### src/rtl/btn_tx_scheduler.sv
// Debounces synchronized buttons into sticky press requests and serves them
// round-robin onto a single UART TX port, one byte (CODE_BASE + index) per press.
module btn_tx_scheduler #(
  parameter int         N_BTN       = 4,
  parameter int         HOLD_CYCLES = 1_000_000,
  parameter logic [7:0] CODE_BASE   = 8'h41
) (
  input  logic             clk_100MHz,
  input  logic             reset_n,
  input  logic [N_BTN-1:0] btn_sync,
  input  logic             tx_busy,
  output logic             tx_start,
  output logic [7:0]       tx_data,
  output logic [N_BTN-1:0] pending,
  output logic [2:0]       active_idx
);

  localparam int             CW       = $clog2(HOLD_CYCLES + 1);
  localparam logic [CW-1:0]  CNT_LAST = CW'(HOLD_CYCLES - 1);
  localparam logic [1:0]     IDLE      = 2'd0;
  localparam logic [1:0]     START     = 2'd1;
  localparam logic [1:0]     WAIT_DONE = 2'd2;

  logic [CW-1:0]    cnt [N_BTN];
  logic [N_BTN-1:0] filt;
  logic [N_BTN-1:0] filt_d;
  logic [N_BTN-1:0] press;
  logic [N_BTN-1:0] clr;
  logic [1:0]       state;
  logic [2:0]       rr_ptr;
  logic [2:0]       rr_next;
  logic [2:0]       grant_idx;
  logic [2:0]       cand;
  logic [7:0]       pend_ext;
  logic             grant_vld;
  logic             grant;

  // Stable-time filter: a level is accepted only after HOLD_CYCLES unchanged samples
  always_ff @(posedge clk_100MHz or negedge reset_n) begin
    if (!reset_n) begin
      filt   <= '0;
      filt_d <= '0;
      for (int i = 0; i < N_BTN; i++) cnt[i] <= '0;
    end else begin
      filt_d <= filt;
      for (int i = 0; i < N_BTN; i++) begin
        if (btn_sync[i] == filt[i]) begin
          cnt[i] <= '0;
        end else if (cnt[i] == CNT_LAST) begin
          filt[i] <= btn_sync[i];
          cnt[i]  <= '0;
        end else begin
          cnt[i] <= cnt[i] + CW'(1);
        end
      end
    end
  end

  assign press = filt & ~filt_d;

  // Descending scan so the lowest offset from rr_ptr wins
  always_comb begin
    grant_vld = 1'b0;
    grant_idx = '0;
    cand      = '0;
    pend_ext  = 8'(pending);
    for (int k = N_BTN - 1; k >= 0; k--) begin
      cand = 3'((int'(rr_ptr) + k) % N_BTN);
      if (pend_ext[cand]) begin
        grant_vld = 1'b1;
        grant_idx = cand;
      end
    end
  end

  assign rr_next = (grant_idx == 3'(N_BTN - 1)) ? 3'd0 : grant_idx + 3'd1;
  assign grant   = (state == IDLE) && grant_vld && !tx_busy;

  always_comb begin
    clr = '0;
    if (grant) clr = N_BTN'(8'b1 << grant_idx);
  end

  // A press landing on the same edge as its grant survives (set wins over clear)
  always_ff @(posedge clk_100MHz or negedge reset_n) begin
    if (!reset_n) pending <= '0;
    else          pending <= (pending & ~clr) | press;
  end

  always_ff @(posedge clk_100MHz or negedge reset_n) begin
    if (!reset_n) begin
      state      <= IDLE;
      tx_start   <= 1'b0;
      tx_data    <= 8'h00;
      active_idx <= '0;
      rr_ptr     <= '0;
    end else begin
      case (state)
        IDLE: begin
          if (grant) begin
            tx_data    <= CODE_BASE + {5'd0, grant_idx};
            active_idx <= grant_idx;
            rr_ptr     <= rr_next;
            tx_start   <= 1'b1;
            state      <= START;
          end
        end
        START: begin
          if (tx_busy) begin
            tx_start <= 1'b0;
            state    <= WAIT_DONE;
          end
        end
        WAIT_DONE: begin
          tx_start <= 1'b0;
          if (!tx_busy) state <= IDLE;
        end
        default: begin
          tx_start <= 1'b0;
          state    <= IDLE;
        end
      endcase
    end
  end

endmodule

### config.mk
export PLATFORM = sky130hd
export DESIGN_NAME = btn_tx_scheduler
export DESIGN_NICKNAME = d
export VERILOG_FILES = /design/src/rtl/btn_tx_scheduler.sv
export SDC_FILE = /design/constraint.sdc
export NUM_CORES = 1
export LEC_CHECK = 0
export CORE_ASPECT_RATIO = 0.75
export CORE_UTILIZATION = 60
export CTS_CLUSTER_DIAMETER = 50
export DETAILED_ROUTE_END_ITERATION = 12
export PLACE_DENSITY = 0.86
export SLEW_MARGIN = 5
export SYNTH_ARGS = -nofsm -noshare
export SYNTH_HDL_FRONTEND = slang
export SYNTH_SLANG_ARGS = --single-unit
### constraint.sdc
create_clock -name clk_100MHz -period 2.38 [get_ports clk_100MHz]
set_input_delay 0.595 -clock clk_100MHz [delete_from_list [all_inputs] [get_ports clk_100MHz]]
set_output_delay 0.595 -clock clk_100MHz [all_outputs]
set_load 0.01 [all_outputs]
* Yosys cells after proc, flatten, opt, wreduce, memory -nomap -nowiden
Index checks and enable logic that the tools add are counted. Widths: inputs -> output; s select.
Operators by class: reduce and logical (&&, ||, !) cells 14, equality and inequality tests 14, $lt $le $gt $ge 4, bitwise logic cells 12, div/mod/pow operators 0, mux-type cells 33, $add $sub $neg 9, shifts and indexed selects 1, $mul 0
Operators with widths (count):
- $mux 20 | 8
- $add 20x1->20 const B | 4
- $eq 20x20->1 const B | 4
- $lt 3x4->1 const B | 3
- $mux 3 | 4
- $reduce_and 2->1 | 6
- $mux 1 | 10
- $bmux 1 s3 | 3
- $add 7x3->8 const A | 1
- $and 4x4->4 | 2
- $mux 2 | 4
- $not 4->4 | 2
- $ne 2x2->1 const B | 3
- $pmux 2 s3 | 1
- $reduce_or 2->1 | 3
- $add 2x1->2 const B | 2
- $add 2x2->2 const B | 2
- $eq 1x1->1 | 4
- $lt 2x4->1 const B | 1
- $mux 4 | 1
- $not 1->1 | 4
- $or 4x4->4 | 1
- $shl 1x3->4 const A | 1
- $and 1x1->1 const A | 3
- other kinds (9) | 10
Storage, ports and cells: RAM bits 0, bits of input ports 7, word-level logic and storage cells 102, ROM bits 0, memories kept 0, bits in registers 108, latch bits 0

* Logic depth before layout (Yosys ltp)
Gate-level depths: netlist of run 1.
word-level depth 15, mapped depth 7

* Worst setup path after synthesis of run 1
No wires, ideal clock.
path kind register -> register, start point reg cnt[5] (netlist bit), end point reg cnt[13] (netlist bit), arrival 1.690 ns, period minus slack after synthesis 1.763 ns, cell stages (with the launch flop) 6, path buffers 1, slack 0.617 ns, data required time 2.307 ns, setup time 0.073 ns, path through dfrtp_1 > nand4_4 > or3_1 > buf_6 > or4b_4 > a21oi_2
Between the ends: word-level cells in the longest chain between the ends 3, elaborated cells between the ends (all ways) 4
Ends and longest elaborated chain:
- from (decl) | RTL line 24 | logic [CW-1:0] cnt [N_BTN];
- from (signal, indexed assignment) | RTL line 53 | cnt[i] <= cnt[i] + CW'(1);
- $add 20x1->20 / $eq 20x20->1 (equally long branches) | RTL line 53, 49
- $mux 20 (*) | RTL line 49 | end else if (cnt[i] == CNT_LAST) begin
- $mux 20 (*) | RTL line 47 | if (btn_sync[i] == filt[i]) begin
Every way passes the cells marked *; elsewhere a longest branch is shown, timed or not. A chain may end at the register's enable or synchronous reset.

* Worst setup path after layout of run 1
start point reg pending[0], end point out pending[0]
RTL lines:
- from (decl) | RTL line 14 | output logic [N_BTN-1:0] pending,
- from (signal assigned) | RTL line 87 | else pending <= (pending & ~clr) | press;
No word-level cell between the ends.

==> results_dict.tcl, run 1 <==
set metrics [dict create \
    status "complete, no violations" \
    ys_warn_count 0 \
    die_w_microns 107.8 \
    grt-busiest-layer "met2" \
    grt_pass1_wl_microns 16440 \
    grt_setup_unrepaired "false" \
    area_growth_pct 10.63 \
    hold_path.class "input port to asynchronous set/reset pin" \
    cts_tree "yes" \
    rrSetupSlack_ns 0.39 \
    setup_viol 0 \
    nets 544 \
    cp.required_ns 1.78 \
    netlist_area_sq_mm 0.005040 \
    postSynthAreaPerCell_sq_um 9.960 \
    core_sq_mm 0.008023 \
    dieArea_sq_mm 0.008774 \
    antenna_found_initial 0 \
    seq_area_frac_synth_pct 50.65 \
    max_slew.worst_pin.slew_ns 0.7258 \
    met1_usage_pct 33.25 \
    gp_congestion 0.8204 \
    synth_top_area_share_pct 50.65 \
    grtUsageTotal_pct 24.53 \
    clk_latency_ns 0.38 \
    path_cells "clkdlybuf4s50_1" \
    use_met2_pct 38.78 \
    slew_headroom_pct 51.17 \
    grt_use_met3_pct 5.859 \
    grt_max_degree 37 \
    peakVddDrop_uv 373.0 \
    hold_viol 0 \
    slowest_stage "clkdlybuf4s50_1" \
    start_util_pct 62.82 \
    yosysMostFrequentCell "dfrtp_1" \
    drtPass1Iterations 6 \
    netlist_instances 506 \
    wirelength_microns 9909 \
    period_share_pct 84.58 \
    clk_pin_slew_worst_paths_ns 0.09 \
    worstSetupPathType "flop to output pin" \
    synth_edf_count 0 \
    postRouteAntennaNets 0 \
    worst-path-buf-inv 1 \
    skew_ns 0.01183 \
    synthFlopType "dfrtp_1" \
    fmax_ghz 0.4968 \
    fillers 578 \
    p_leak_uw 0.002307 \
    grt_pass1_vias 3451 \
    cpPeakStageDelay_ns 0.59 \
    cts_max_level 3 \
    vias 3815 \
    clock-sinks 102 \
    ys_ff_latch 102 \
    portBuffers 17 \
    power_density_mw_per_mm2 563.0 \
    worstSetupStartpointType "flop" \
    numCtsBuffers 9 \
    avgRoutedWirePerCell_microns 15.53 \
    r2r_cells 5 \
    viasPerCell 5.980 \
    row_count 28 \
    hpwlAfterDp_microns 6953 \
    drive_above_1_share_pct 8.255 \
    r2r_end "cnt[38]$_DFF_PN0_" \
    netlist_top_cells_area "dfrtp_1, nor2_1, xnor2_1" \
    fin_cells 638 \
    report.final.slew_viol_count 0 \
    arrival_ns 1.42 \
    postCtsResizedCells 0 \
    synth_area_leader_cell "dfrtp_1" \
    dp.cells 623 \
    cts_max_path_buffers 2 \
    synth_commonest_cells "dfrtp_1, nor2_1, nand2_1, xnor2_1, xor2_1" \
    finalCriticalPeriod_ns 2.013 \
    cts_setup_buffers 0 \
    synth.distinct_cells 46 \
    grt-ovfl-total 0 \
    cts-hold-fix-buffers 0 \
    first_iter_violations 276 \
    maxCapViolCount 0 \
    dieHeight_microns 81.37 \
    ios 23 \
    cts_root_buf "clkbuf_8" \
    path_max_fanout 7 \
    end_kind "output pin" \
    r2r_start "cnt[20]$_DFF_PN0_" \
    async_flop_share_pct 100.0 \
    num_antenna_cells 0 \
    cp_top_family "buffers and inverters" \
    finalSetupTns_ns 0 \
    drc 0 \
]
==> cell type report <==
class / instances / area (sq um) / area share (%)
Clock buffer: 12 / 155.1 / 2.783
Multi-Input combinational cell: 364 / 2307 / 41.38
Clock inverter: 3 / 67.56 / 1.212
Inverter: 25 / 93.84 / 1.683
Sequential cell: 102 / 2552 / 45.78
Timing Repair Buffer: 27 / 267.8 / 4.803
Tap cell: 105 / 131.4 / 2.356
==> power breakdown <==
group | leakage, uW | total [uW] | internal (uW) | switching (uW)
Clock | 0.000109 | 1220 | 645 | 578
Sequential | 0.00140 | 1770 | 1750 | 21.5
Combinational | 0.000794 | 142 | 50.8 | 91.4
Total | 0.00231 | 3140 | 2450 | 691
==> logic make-up (layout without fill, tap and decap cells) <==
logic type                 Yosys count  count (layout)  share of synthesized area [%]
AOI/OAI and AO/OA                   63              63                          7.994
xor gates and xnor gates            56              56                          9.732
adders and majority gates            8               8                          1.986
buffers and inverters               44              67                          3.972
DFF                                102             102                          50.65
muxes                                5               5                          1.117
other                                1               5                        0.07441
and+or+nand+nor                    227             227                          24.48
==> stage by stage <==
step | setup WS [ns] | hold slack (ns) | instance area [sq um] | util, % | power, uW
after floorplan | 0.6172 | 0.2994 | 5055 | - | 1872
after global placement | 0.3695 | 0.4321 | 5353 | 66.72 | 1944
after detailed placement | 0.2761 | 0.4465 | 5353 | 66.72 | 1952
after CTS | 0.3488 | 0.1856 | 5575 | 69.49 | 3159
after global routing | 0.2471 | 0.2031 | 5575 | 69.49 | 3244
final | 0.3670 | 0.1743 | 5575 | 69.49 | 3139
==> registers in the layout (all words and copies together), names as in the netlist <==
register    cells
filt            4
state           2
tx_data         4
tx_start        1
cnt            80
filt_d          4
active_idx      2
rr_ptr          1
pending         4
==> placed cells by master (no fill, tap or decap), types with 10 or more instances in the layout <==
master           instances
a21oi_1                 23
and4_1                  10
clkbuf_8                11
clkdlybuf4s50_1         16
dfrtp_1                102
inv_1                   25
nand2_1                 37
nand3_1                 26
nand4_1                 19
nor2_1                  68
nor3_1                  11
nor4_1                  12
o21ai_0                 11
o31ai_1                 11
or4_1                   11
xnor2_1                 28
xor2_1                  28
==> worst max-delay path by stage <==
| stage | slack, ns | startpoint | to | cells after the start |
|---|---|---|---|---|
| finish | 0.37 | pending[0]$_DFF_PN0_ | pending[0] | 1 |
| global route | 0.25 | cnt[20]$_DFF_PN0_ | cnt[38]$_DFF_PN0_ | 5 |
| detailed placement | 0.28 | tx_busy | tx_data[1]$_DFFE_PN0P_ | 4 |
| floorplan | 0.62 | cnt[5]$_DFF_PN0_ | cnt[13]$_DFF_PN0_ | 5 |
| global placement | 0.37 | tx_busy | rr_ptr[0]$_DFFE_PN0P_ | 3 |
| CTS | 0.35 | pending[0]$_DFF_PN0_ | pending[0] | 1 |
==> metal layers <==
| metal | part of all wire (%) | routed length (microns) | vias up |
|---|---|---|---|
| li1 | - | - | 1831 |
| met1 | 46 | 4529 | 1857 |
| met2 | 47 | 4666 | 114 |
| met3 | 5.5 | 543 | 13 |
| met4 | 1.7 | 170 | 0 |
| met5 | 0 | 0 | - |
No activity file was read; power rests on OpenSTA's default activity.
==> run 2, diff against run 1 <==
Settings changed: CORE_UTILIZATION 60 to 54, PLACE_DENSITY 0.86 to 0.82.
Clock period 2.38 ns to 1.7 ns, I/O delays scaled along.
==> run 2 against run 1 <==
- the run now ends with setup timing left
- clock skew decreased by 0.0016 ns
- critical endpoint is now pending[1]$_DFF_PN0_
- largest power group unchanged
- core utilization increased by 0.98 points
- via count increased by 8.2%
- total power increased by 48%
- clock power increased by 57%
- non-clock buffer count increased by 68
- sequential power increased by 41%
- final cell count increased by 14%
- combinational power increased by 71%
- sequential share of layout area decreased by 5.6 points
- design area increased by 14%
==> results_dict.tcl, run 2 (synthesis results as in run 1) <==
set metrics [dict create \
    grt_pass1_wl_microns 18330 \
    p_int_uw 3594 \
    grtUsageTotal_pct 23.91 \
    grt_pass1_vias 3996 \
    clock-sinks 102 \
    arrival_ns 1.97 \
    worstSetupPathType "flop to flop" \
    ios 23 \
    power_switching_uw 1054 \
    cts-hold-fix-buffers 0 \
    period_share_pct 102.0 \
    rrSetupSlack_ns -0.03 \
    largest_register_ffs 80 \
    row_count 30 \
    setup_viol 1 \
    power_density_mw_per_mm2 729.1 \
    worstSetupStartpointType "flop" \
    peakVddDrop_uv 608.9 \
    cts_max_level 3 \
    slowest_stage "dfrtp_1" \
    viasPerCell 5.652 \
    final_cell_mix "dfrtp_1, buf_4, nor2_1, nand2_1" \
    cp.required_ns 1.93 \
    dieHeight_microns 85.67 \
    mostFrequentLayoutCell "dfrtp_1" \
    hold_viol 0 \
    r2r_start "pending[1]$_DFF_PN0_" \
    drtPass1Iterations 4 \
    path_cells "buf_6 > inv_2 > a221o_1 > a22oi_2 > buf_4 > ha_1 > nand2_1 > a22o_1" \
    first_iter_violations 240 \
    seqPwrFrac_pct 53.5 \
    core_sq_mm 0.009046 \
    multiInputGateArea_sq_mm 0.002497 \
    fillers 645 \
    critPathCapture "pending[1]$_DFF_PN0_" \
    die_w_microns 113.6 \
    whs_ns 0.001342 \
    r2r_cells 8 \
    finalCriticalPeriod_ns 1.734 \
    nets 612 \
    antenna_found_initial 0 \
    grt-ovfl-total 0 \
    num_antenna_cells 0 \
    drc 0 \
    start_util_pct 55.71 \
    p_comb_share_pct 5.2 \
    drive_above_1_share_pct 24.92 \
    vias 4126 \
    violations "setup timing" \
    gp_congestion 0.8239 \
    p_leak_uw 0.002749 \
    postRouteAntennaNets 0 \
    finalPower_uw 4648 \
    clk_latency_ns 0.35 \
    cts_tree "yes" \
    grt_max_degree 40 \
    cp-startpoint "pending[1]$_DFF_PN0_" \
    p_clk_share_pct 41.3 \
    area_growth_pct 26.49 \
    fmax_ghz 0.5766 \
    dieArea_sq_mm 0.009727 \
    cts_max_path_buffers 2 \
    cts_root_buf "clkbuf_16" \
    maxCapViolCount 0 \
    numCtsBuffers 9 \
    grt_setup_unrepaired "true" \
    path_max_fanout 4 \
    report.final.slew_viol_count 0 \
    seq_area_sq_mm 0.002560 \
    fin_ws_ns -0.03430 \
    end_kind "flop" \
    avgRoutedWirePerCell_microns 15.11 \
    skew_ns 0.01023 \
    r2r_end "pending[1]$_DFF_PN0_" \
    portBuffers 17 \
    hold_path.class "input port to asynchronous set/reset pin" \
    swShare_pct 22.67 \
    wirelength_microns 11030 \
    post-place-ws_ns -0.1581 \
    status "finished, violations left" \
    max_flop_register "cnt" \
    clk_pin_slew_worst_paths_ns 0.07 \
    hpwlAfterDp_microns 7509 \
    cpPeakStageDelay_ns 0.37 \
]
## run 2: timing repair
action / CTS / global route
gates cloned: 0 / 2
resized for setup: 17 / 43
endpoints found under the setup margin: 54 / 66
pin swaps: 5 / 19
buffers inserted: 8 / 7
## run 2: worst min-delay path by stage
stage	startpoint	end	slack, ns	cells past startpoint
floorplan	reset_n	active_idx[0]$_DFFE_PN0P_	0.13	0
global placement	reset_n	cnt[12]$_DFF_PN0_	0.37	1
detailed placement	reset_n	cnt[13]$_DFF_PN0_	0.38	1
CTS	reset_n	cnt[7]$_DFF_PN0_	0.01	1
global route	reset_n	cnt[9]$_DFF_PN0_	0.03	1
finish	reset_n	cnt[9]$_DFF_PN0_	0.001	1
## run 2: power by group through the flow
stage               clock, uW  combinational, uW  sequential, uW
finish                   1920                243            2490
global route             2080                273            2490
CTS                      1960                231            2480
detailed placement          0                221            2530
global placement            0                210            2520
floorplan                   0               96.6            2530
## run 2: final cells by class
class | instances | area share (%)
tap | 128 | 2.512
clock buffer | 12 | 3.867
timing repair buffer | 95 | 12.31
clock inverter | 4 | 0.5103
multi-input combinational | 364 | 39.18
inverter | 25 | 1.472
sequential | 102 | 40.16
## run 2: worst max-delay path: cells and delay by family, from the launching register on
kind / cells / cell delay (ns)
fa+ha+maj: 1 / 0.14
simple gates: 1 / 0.06
buf+inv: 3 / 0.33
flops: 1 / 0.37
compound gates: 3 / 0.73
## run 2: metal layers
metal | vias up | wire, microns | global-route usage, %
met5 | - | 0 | 0
met1 | 2054 | 4998 | 31.60
met3 | 14 | 443 | 7.703
met4 | 0 | 120 | 5.502
li1 | 1968 | - | -
met2 | 90 | 5468 | 38.64
## run 2: per-stage QoR
stage | TNS (ns) | instances | cell area, sq um | util (%)
detailed placement | -2.003 | 698 | 5793 | 64.04
CTS | 0 | 721 | 6151 | 67.99
global placement | -0.4402 | 698 | 5793 | 64.04
global route | -0.4644 | 730 | 6375 | 70.47
finish | -0.03430 | 730 | 6375 | 70.47
floorplan | -0.03632 | 510 | 5082 | -
